### src/rtl/mem_writeback.sv
// mem_writeback: memory / write-back half of the three-stage pipeline.
// Issues loads and stores on a request/grant/response data bus. Formats
// load data, selects the register-file write-back value, and stalls the
// upstream stage while an access is outstanding.
// Optional feature: define MISALIGN_TRAP_EN to reject misaligned half/word
// accesses with a one-cycle misalign pulse instead of issuing them.
module mem_writeback #(
    parameter int TIMEOUT = 255,
    parameter int CNT_W   = 8
) (
    input  logic        clk,
    input  logic        rst,
    input  logic [31:0] pc_ppl,
    input  logic [31:0] alu_ppl,
    input  logic [31:0] rdata2_ppl,
    input  logic [31:0] instruction_ppl,
    output logic        dmem_req,
    output logic        dmem_we,
    output logic [31:0] dmem_addr,
    output logic [31:0] dmem_wdata,
    output logic [3:0]  dmem_be,
    input  logic        dmem_gnt,
    input  logic        dmem_rvalid,
    input  logic [31:0] dmem_rdata,
    output logic [31:0] wdata,
    output logic        reg_wr,
    output logic        stall,
    output logic        bus_err,
    output logic        misalign,
    output logic [1:0]  state_dbg
);
    // Bus handshake: dmem_req is held with stable addr/we/be/wdata until the
    // cycle in which dmem_gnt is seen high, which completes the request. A load
    // then receives exactly one response: the first dmem_rvalid at least one
    // cycle after its grant. dmem_rvalid outside WAIT is ignored.

    localparam logic [4:0] OP_LOAD   = 5'b00000;
    localparam logic [4:0] OP_STORE  = 5'b01000;
    localparam logic [4:0] OP_JAL    = 5'b11011;
    localparam logic [4:0] OP_JALR   = 5'b11001;
    localparam logic [4:0] OP_BRANCH = 5'b11000;

    typedef enum logic [1:0] {
        S_IDLE = 2'd0,
        S_REQ  = 2'd1,
        S_WAIT = 2'd2
    } state_t;

    state_t           state;
    state_t           state_next;
    logic [CNT_W-1:0] cnt;

    logic [4:0] opcode;
    logic [2:0] funct3;
    logic [4:0] rd;
    logic [1:0] off;
    assign opcode = instruction_ppl[6:2];
    assign funct3 = instruction_ppl[14:12];
    assign rd     = instruction_ppl[11:7];
    assign off    = alu_ppl[1:0];

    logic is_load, is_store, is_jump, is_branch;
    logic ld_ok, st_ok, mem_op, misaligned, writes_rd, timed_out;
    assign is_load   = (opcode == OP_LOAD);
    assign is_store  = (opcode == OP_STORE);
    assign is_jump   = (opcode == OP_JAL) || (opcode == OP_JALR);
    assign is_branch = (opcode == OP_BRANCH);
    assign ld_ok     = funct3 inside {3'b000, 3'b001, 3'b010, 3'b100, 3'b101};
    assign st_ok     = funct3 inside {3'b000, 3'b001, 3'b010};
    assign mem_op    = (is_load && ld_ok) || (is_store && st_ok);
    assign writes_rd = (rd != 5'd0) && !is_store && !is_branch;
    assign timed_out = (cnt == CNT_W'(TIMEOUT));

`ifdef MISALIGN_TRAP_EN
    // funct3[1:0]: 01 = halfword, 10 = word (same for loads and stores)
    assign misaligned = ((funct3[1:0] == 2'b01) && off[0]) ||
                        ((funct3[1:0] == 2'b10) && (off != 2'b00));
`else
    assign misaligned = 1'b0;
`endif

    logic [3:0]  be_lane;
    logic [31:0] st_data;
    // Store lane steering: replicate the datum across the word and enable its bytes.
    always_comb begin
        be_lane = 4'b1111;
        st_data = rdata2_ppl;
        if (is_store) begin
            case (funct3[1:0])
                2'b00: begin
                    be_lane = 4'b0001 << off;
                    st_data = {4{rdata2_ppl[7:0]}};
                end
                2'b01: begin
                    be_lane = 4'b0011 << {off[1], 1'b0};
                    st_data = {2{rdata2_ppl[15:0]}};
                end
                default: ;
            endcase
        end
    end

    logic [31:0] shifted;
    logic [31:0] ld_data;
    assign shifted = dmem_rdata >> {off, 3'b000};
    // Load formatting: extract the addressed byte/half and extend it.
    always_comb begin
        case (funct3)
            3'b000:  ld_data = {{24{shifted[7]}}, shifted[7:0]};
            3'b001:  ld_data = {{16{shifted[15]}}, shifted[15:0]};
            3'b100:  ld_data = {24'd0, shifted[7:0]};
            3'b101:  ld_data = {16'd0, shifted[15:0]};
            default: ld_data = dmem_rdata;
        endcase
    end

    // State register and timeout counter; counter restarts whenever the state changes.
    always_ff @(posedge clk or negedge rst) begin
        if (!rst) begin
            state <= S_IDLE;
            cnt   <= '0;
        end else begin
            state <= state_next;
            if ((state_next != state) || (state == S_IDLE)) cnt <= '0;
            else cnt <= cnt + CNT_W'(1);
        end
    end

    logic req_c, stall_c, wr_c, err_c, mis_c;
    // Next-state and handshake outputs; everything is forced low while in reset.
    always_comb begin
        state_next = state;
        req_c      = 1'b0;
        stall_c    = 1'b0;
        wr_c       = 1'b0;
        err_c      = 1'b0;
        mis_c      = 1'b0;
        if (rst) begin
            case (state)
                S_IDLE: begin
                    if (mem_op && misaligned) begin
                        mis_c = 1'b1;
                    end else if (mem_op) begin
                        req_c = 1'b1;
                        if (!dmem_gnt) begin
                            state_next = S_REQ;
                            stall_c    = 1'b1;
                        end else if (is_load) begin
                            state_next = S_WAIT;
                            stall_c    = 1'b1;
                        end
                    end else begin
                        wr_c = writes_rd && !is_load;
                    end
                end
                S_REQ: begin
                    if (timed_out) begin
                        err_c      = 1'b1;
                        state_next = S_IDLE;
                    end else begin
                        req_c   = 1'b1;
                        stall_c = 1'b1;
                        if (dmem_gnt) begin
                            if (is_load) begin
                                state_next = S_WAIT;
                            end else begin
                                stall_c    = 1'b0;
                                state_next = S_IDLE;
                            end
                        end
                    end
                end
                S_WAIT: begin
                    if (timed_out) begin
                        err_c      = 1'b1;
                        state_next = S_IDLE;
                    end else if (dmem_rvalid) begin
                        wr_c       = writes_rd;
                        state_next = S_IDLE;
                    end else begin
                        stall_c = 1'b1;
                    end
                end
                default: state_next = S_IDLE;
            endcase
        end
    end

    assign dmem_req   = req_c;
    assign dmem_we    = req_c && is_store;
    assign dmem_be    = req_c ? be_lane : 4'b0000;
    assign dmem_addr  = rst ? {alu_ppl[31:2], 2'b00} : 32'd0;
    assign dmem_wdata = rst ? st_data : 32'd0;
    assign wdata      = !rst    ? 32'd0 :
                        is_jump ? pc_ppl + 32'd4 :
                        is_load ? ld_data : alu_ppl;
    assign reg_wr     = wr_c;
    assign stall      = stall_c;
    assign bus_err    = err_c;
    assign state_dbg  = state;

`ifdef MISALIGN_TRAP_EN
    assign misalign = mis_c;
`else
    logic unused_mis;
    assign unused_mis = mis_c;
    assign misalign   = 1'b0;
`endif

    logic unused_bits;
    assign unused_bits = ^{instruction_ppl[31:15], instruction_ppl[1:0]};
endmodule

### config.mk
export PLATFORM = sky130hd
export DESIGN_NAME = mem_writeback
export DESIGN_NICKNAME = d
export VERILOG_FILES = /design/src/rtl/mem_writeback.sv
export SDC_FILE = /design/constraint.sdc
export NUM_CORES = 1
export LEC_CHECK = 0
export BUFFER_PORTS_ARGS = -buffer_cell sky130_fd_sc_hd__buf_2
export CAP_MARGIN = 20
export CORE_MARGIN = 2
export CORE_UTILIZATION = 30
export DETAILED_ROUTE_END_ITERATION = 10
export PLACE_DENSITY = 0.62
export SLEW_MARGIN = 30
export SYNTH_ARGS = -nofsm -noshare
export SYNTH_HDL_FRONTEND = slang
export SYNTH_SLANG_ARGS = --single-unit
export TNS_END_PERCENT = 1
### constraint.sdc
create_clock -name clk -period 4.8 [get_ports clk]
set_clock_uncertainty 0.1 [all_clocks]
set_input_delay 0.48 -clock clk [delete_from_list [all_inputs] [get_ports clk]]
set_output_delay 0.48 -clock clk [all_outputs]
set_load 0.02 [all_outputs]
-- Word level (Yosys, flattened, before mapping)
Index checks and enable logic that the tools add are counted.
- word-level logic and storage cells: 82
- register bits: 10
- muxes and demuxes: 42
- reduce and logical (&&, ||, !) cells: 20
- add/subtract/negate cells: 2
- shift-type cells: 3
- equal/unequal tests: 13
- operators by type and width (cell ; count):
    $mux 32 ; 6
    $pmux 32 s4 ; 1
    $pmux 32 s2 ; 1
    $add 32x3->32 const B ; 1
    $shr 32x5->16 ; 1
    $mux 2 ; 9
    $mux 1 ; 17
    $eq 5x5->1 const B ; 3
    $reduce_bool 5->1 ; 2
    $add 8x1->8 const B ; 1
    $eq 8x8->1 const B ; 1
    $mux 4 ; 2
    $mux 8 ; 1
    $pmux 4 s2 ; 1
    $eq 3x3->1 const B ; 2
    $logic_and 1x1->1 ; 6
    $pmux 2 s3 ; 1
    $eq 5x4->1 const B ; 1
    $logic_not 5->1 ; 1
    $eq 2x1->1 const B ; 2
    $logic_not 2->1 ; 2
    $pmux 1 s2 ; 2
    $shl 1x2->4 const A ; 1
    $shl 2x2->4 const A ; 1
    other kinds (10) ; 14

-- Logic depth before layout (Yosys ltp)
- depth after elaboration: 10
- gate-level depth with buffers: 7
- gate-level depth less buffers: 7

-- Least setup slack after synthesis
Ideal clock, no wire load.
- path kind: input to output
- start: input instruction_ppl[3]
- end: output wdata[27]
- arrival: 2153 ps
- buffers on the path: 2
- stages: 6
- path slack: 2067 ps
- cells stage by stage: nor4_4 > nand2_1 > clkbuf_1 > clkbuf_1 > o211a_1 > a211oi_1
- word-level cells in the longest chain between the ends: 4
- elaborated cells on any way between the ends: 7
- those cells by class: 2 x eq/ne; 3 x mux; 2 x reduce/logical
- ends and longest elaborated chain (element ; RTL line ; RTL):
    start: declaration ; 16 ; input logic [31:0] instruction_ppl,
    $logic_not 5->1 / $eq 5x5->1 (equally long branches) ; 64, 66 ;
    $mux 32 / $logic_or 1x1->1 (equally long branches) ; 196, 66 ;
    $mux 32 (*) ; 195 ; is_jump ? pc_ppl + 32'd4 :
    $mux 32 (*) ; 194 ; assign wdata = !rst ? 32'd0 :
    end: declaration ; 25 ; output logic [31:0] wdata,
Mark *: on every way between the ends. The rest lies on a longest branch, timed or not.

-- Final worst setup path
- start: input alu_ppl[0]
- end: output wdata[22]
- word-level cells in the longest chain between the ends: 5
- ends and longest elaborated chain (element ; RTL line ; RTL):
    start: declaration ; 14 ; input logic [31:0] alu_ppl,
    $shr 32x5->16 ; 105 ; assign shifted = dmem_rdata >> {off, 3'b000};
    $pmux 32 s4 ; 108 ; case (funct3)
    $mux 32 ; 196 ; is_load ? ld_data : alu_ppl;
    $mux 32 ; 195 ;
    $mux 32 ; 194 ;
No other way between the ends.

==> impl_metrics.tcl <==
set metrics [dict create \
    fin_crit_sh_pct 72.8 \
    maxCapViolCount 0 \
    rsz0062_at_grt "false" \
    coreArea_sq_um 11900 \
    endpoint_kind "output port" \
    ys_ff_latch 10 \
    clkTransAtPathRegs_ns 0.04 \
    cts_setup_buffers 0 \
    p_per_area_nw_per_um2 149 \
    die_x_um 114 \
    syn_avg_cell_area_sq_um 6.81 \
    wl_per_cell_um 17.7 \
    first_pass_iters 5 \
    final.setup.tns_ns 0 \
    worst_slew_pin_slew_ns 0.668 \
    critPathKind "in2out" \
    wl_um 15800 \
    synthMuxAreaShare_pct 8.60 \
    min_path_type "in2async" \
    synthCells 532 \
    initial_core_util_pct 30.4 \
    setup_viol 0 \
    grt-ovfl-total 0 \
    grt_pass1_vias 4265 \
    io_pins 272 \
    crit_path_start_kind "input pin" \
    htreeDepth 1 \
    min_period_ns 3.49 \
    yosysMostFrequentCell "nand2_1" \
    vdd_drop_max_v 0.0000816 \
    final_cells 894 \
    synth_top_area_share_pct 7.36 \
    synth_edf_count 0 \
    synth_top_family_by_area "simple AND/OR/NAND/NOR gates" \
    grt.total_usage_pct 22.5 \
    synth_xor_area_share_pct 7.98 \
    rows 40 \
    synth_fa_ha_area_share_pct 2.07 \
    hpwlAfterDp_um 12500 \
    p_leak_nw 2.46 \
    layout-drive-gt1-share_pct 37.6 \
    ctsHoldBuffers 0 \
    cts_tree "done" \
    antenna_found_initial 2 \
    ys_warn_count 0 \
    grt_pass1_wl_um 23600 \
    timing.fmax_mhz 286 \
    yosys_most_used_dff "dfrtp_1" \
    slew_violations 0 \
    syn_area_sq_um 3620 \
    yosysTopAreaCell "nand2_1" \
    synth_simple_gate_area_share_pct 34.2 \
    status "completed" \
    clock_path_buffers 2 \
    drtIter0Drc 406 \
    cts_buffers 3 \
    syn2layout_area_growth_pct 36.9 \
    insertion_delay_ns 0.24 \
    die_y_um 114 \
    hold_viol 0 \
    clock_sinks 10 \
    critPathArrivalTime_ns 2.91 \
    routabilityCongestion 0.872 \
    maxSlewHeadroom_pct 55.2 \
    required_ns 4.22 \
    dp.cells 889 \
    yosys-top-cells-count "nand2_1, a21oi_1, and2_1" \
    ant_nets 0 \
    synth_compound_area_share_pct 31.7 \
    vias 4867 \
    grt_max_degree 65 \
    ys_types 63 \
    clockRootBuffer "clkbuf_16" \
    drc_errors 0 \
    yosysSeqAreaShare_pct 6.91 \
    cp_max_fo 28 \
    dieArea_sq_um 13000 \
    postSynth.asyncResetShare_pct 100 \
    ys_top_cells_by_area "nand2_1, dfrtp_1, and2_1" \
    fin_nets 917 \
    io_buffers 249 \
    cts_resized 0 \
    drt-vias-per-instance 5.44 \
]
-- worst max-delay path: stages --
cell      delay (ns)
buf_2           0.50
mux2_2          0.40
mux4_2          0.49
a31oi_4         0.50
o211a_1         0.27
a211oi_1        0.07
buf_2           0.19
-- registers in the layout, summed over array words and instances, names as in the netlist --
register / flops
state_dbg: 2
cnt: 8
-- stage by stage --
stage	power [W]	cell area, sq um	worst slack (ns)	utilization, %	hold slack (ns)
6_report	0.000738	4960	1.31	41.6	0.269
5_1_grt	0.000784	4960	1.21	41.6	0.319
4_1_cts	0.000737	4950	1.33	41.6	0.312
3_5_place_dp	0.000591	4870	1.33	40.9	0.359
3_3_place_gp	0.000590	4870	1.34	40.9	0.355
2_1_floorplan	0.000401	3630	2.07	-	0.0844
-- cells by family (layout without fill, tap and decap cells) --
group,count (synthesis),in the layout
AO/OA/AOI/OAI,160,160
AND/OR/NAND/NOR,227,227
other,1,5
buffers and inverters,67,278
flip-flops,10,10
XOR/XNOR,33,33
adder cells (fa/ha/maj),6,6
multiplexers,28,28
-- final timing paths --
kind                             from      endpoint  slack, ns  cells past startpoint
setup / recovery           alu_ppl[0]     wdata[22]       1.31                      7
hold / removal                    rst        cnt[2]       0.27                      2
setup reg to reg               cnt[0]        cnt[3]       2.40                      6
hold reg to reg                cnt[0]        cnt[0]       0.36                      1
max in group asynchronous         rst  state_dbg[0]       3.92                      2
min in group clk               cnt[0]        cnt[0]       0.36                      1
-- per-layer routing --
layer  vias up  GRT usage, %  wire [um]  part of all wire, %
met5         -             0          0                    0
met4         0          1.54        102                 0.64
met3         8          2.66       1080                  6.8
met2       217          38.0       7640                   48
met1      2263          32.2       7000                   44
li1       2379             -          -                    -
-- final cells by class --
class	count	area, sq um
timing repair buffer	255	1290
inverter	20	75.1
multi-input combinational	457	3080
fill	1323	6950
tap	147	184
clock buffer	3	75.1
antenna	2	5.00
sequential	10	250
-- layout by cell type, fill, tap and decap left out, types with 4 or more instances in the layout --
cell,Yosys,routed
nor3_1,14,14
mux2i_1,21,21
nand3_1,22,22
o2bb2ai_1,8,8
a22oi_1,6,6
buf_2,7,249
o211ai_1,5,5
xnor2_1,18,18
xor2_1,15,15
nand2_1,71,71
nor4_4,4,4
nor4_1,5,5
nand4_1,9,9
a211oi_1,21,21
dfrtp_1,10,10
and2_1,39,39
inv_1,20,20
and3_1,10,10
a21oi_1,47,47
ha_1,6,6
nor2_1,27,27
buf_4,4,6
a221oi_1,9,9
o211a_1,13,13
or3_1,4,4
o21ai_0,23,23
o221ai_1,7,7
-- power by group --
part           total, W  internal (W)  leakage, nW  switching (W)
Clock          0.000145      0.000108       0.0370      0.0000368
Sequential     0.000107     0.0000923        0.139      0.0000143
Combinational  0.000487      0.000184         2.29       0.000303
Total          0.000738      0.000384         2.46       0.000354
No activity file was read; power rests on OpenSTA's default activity.
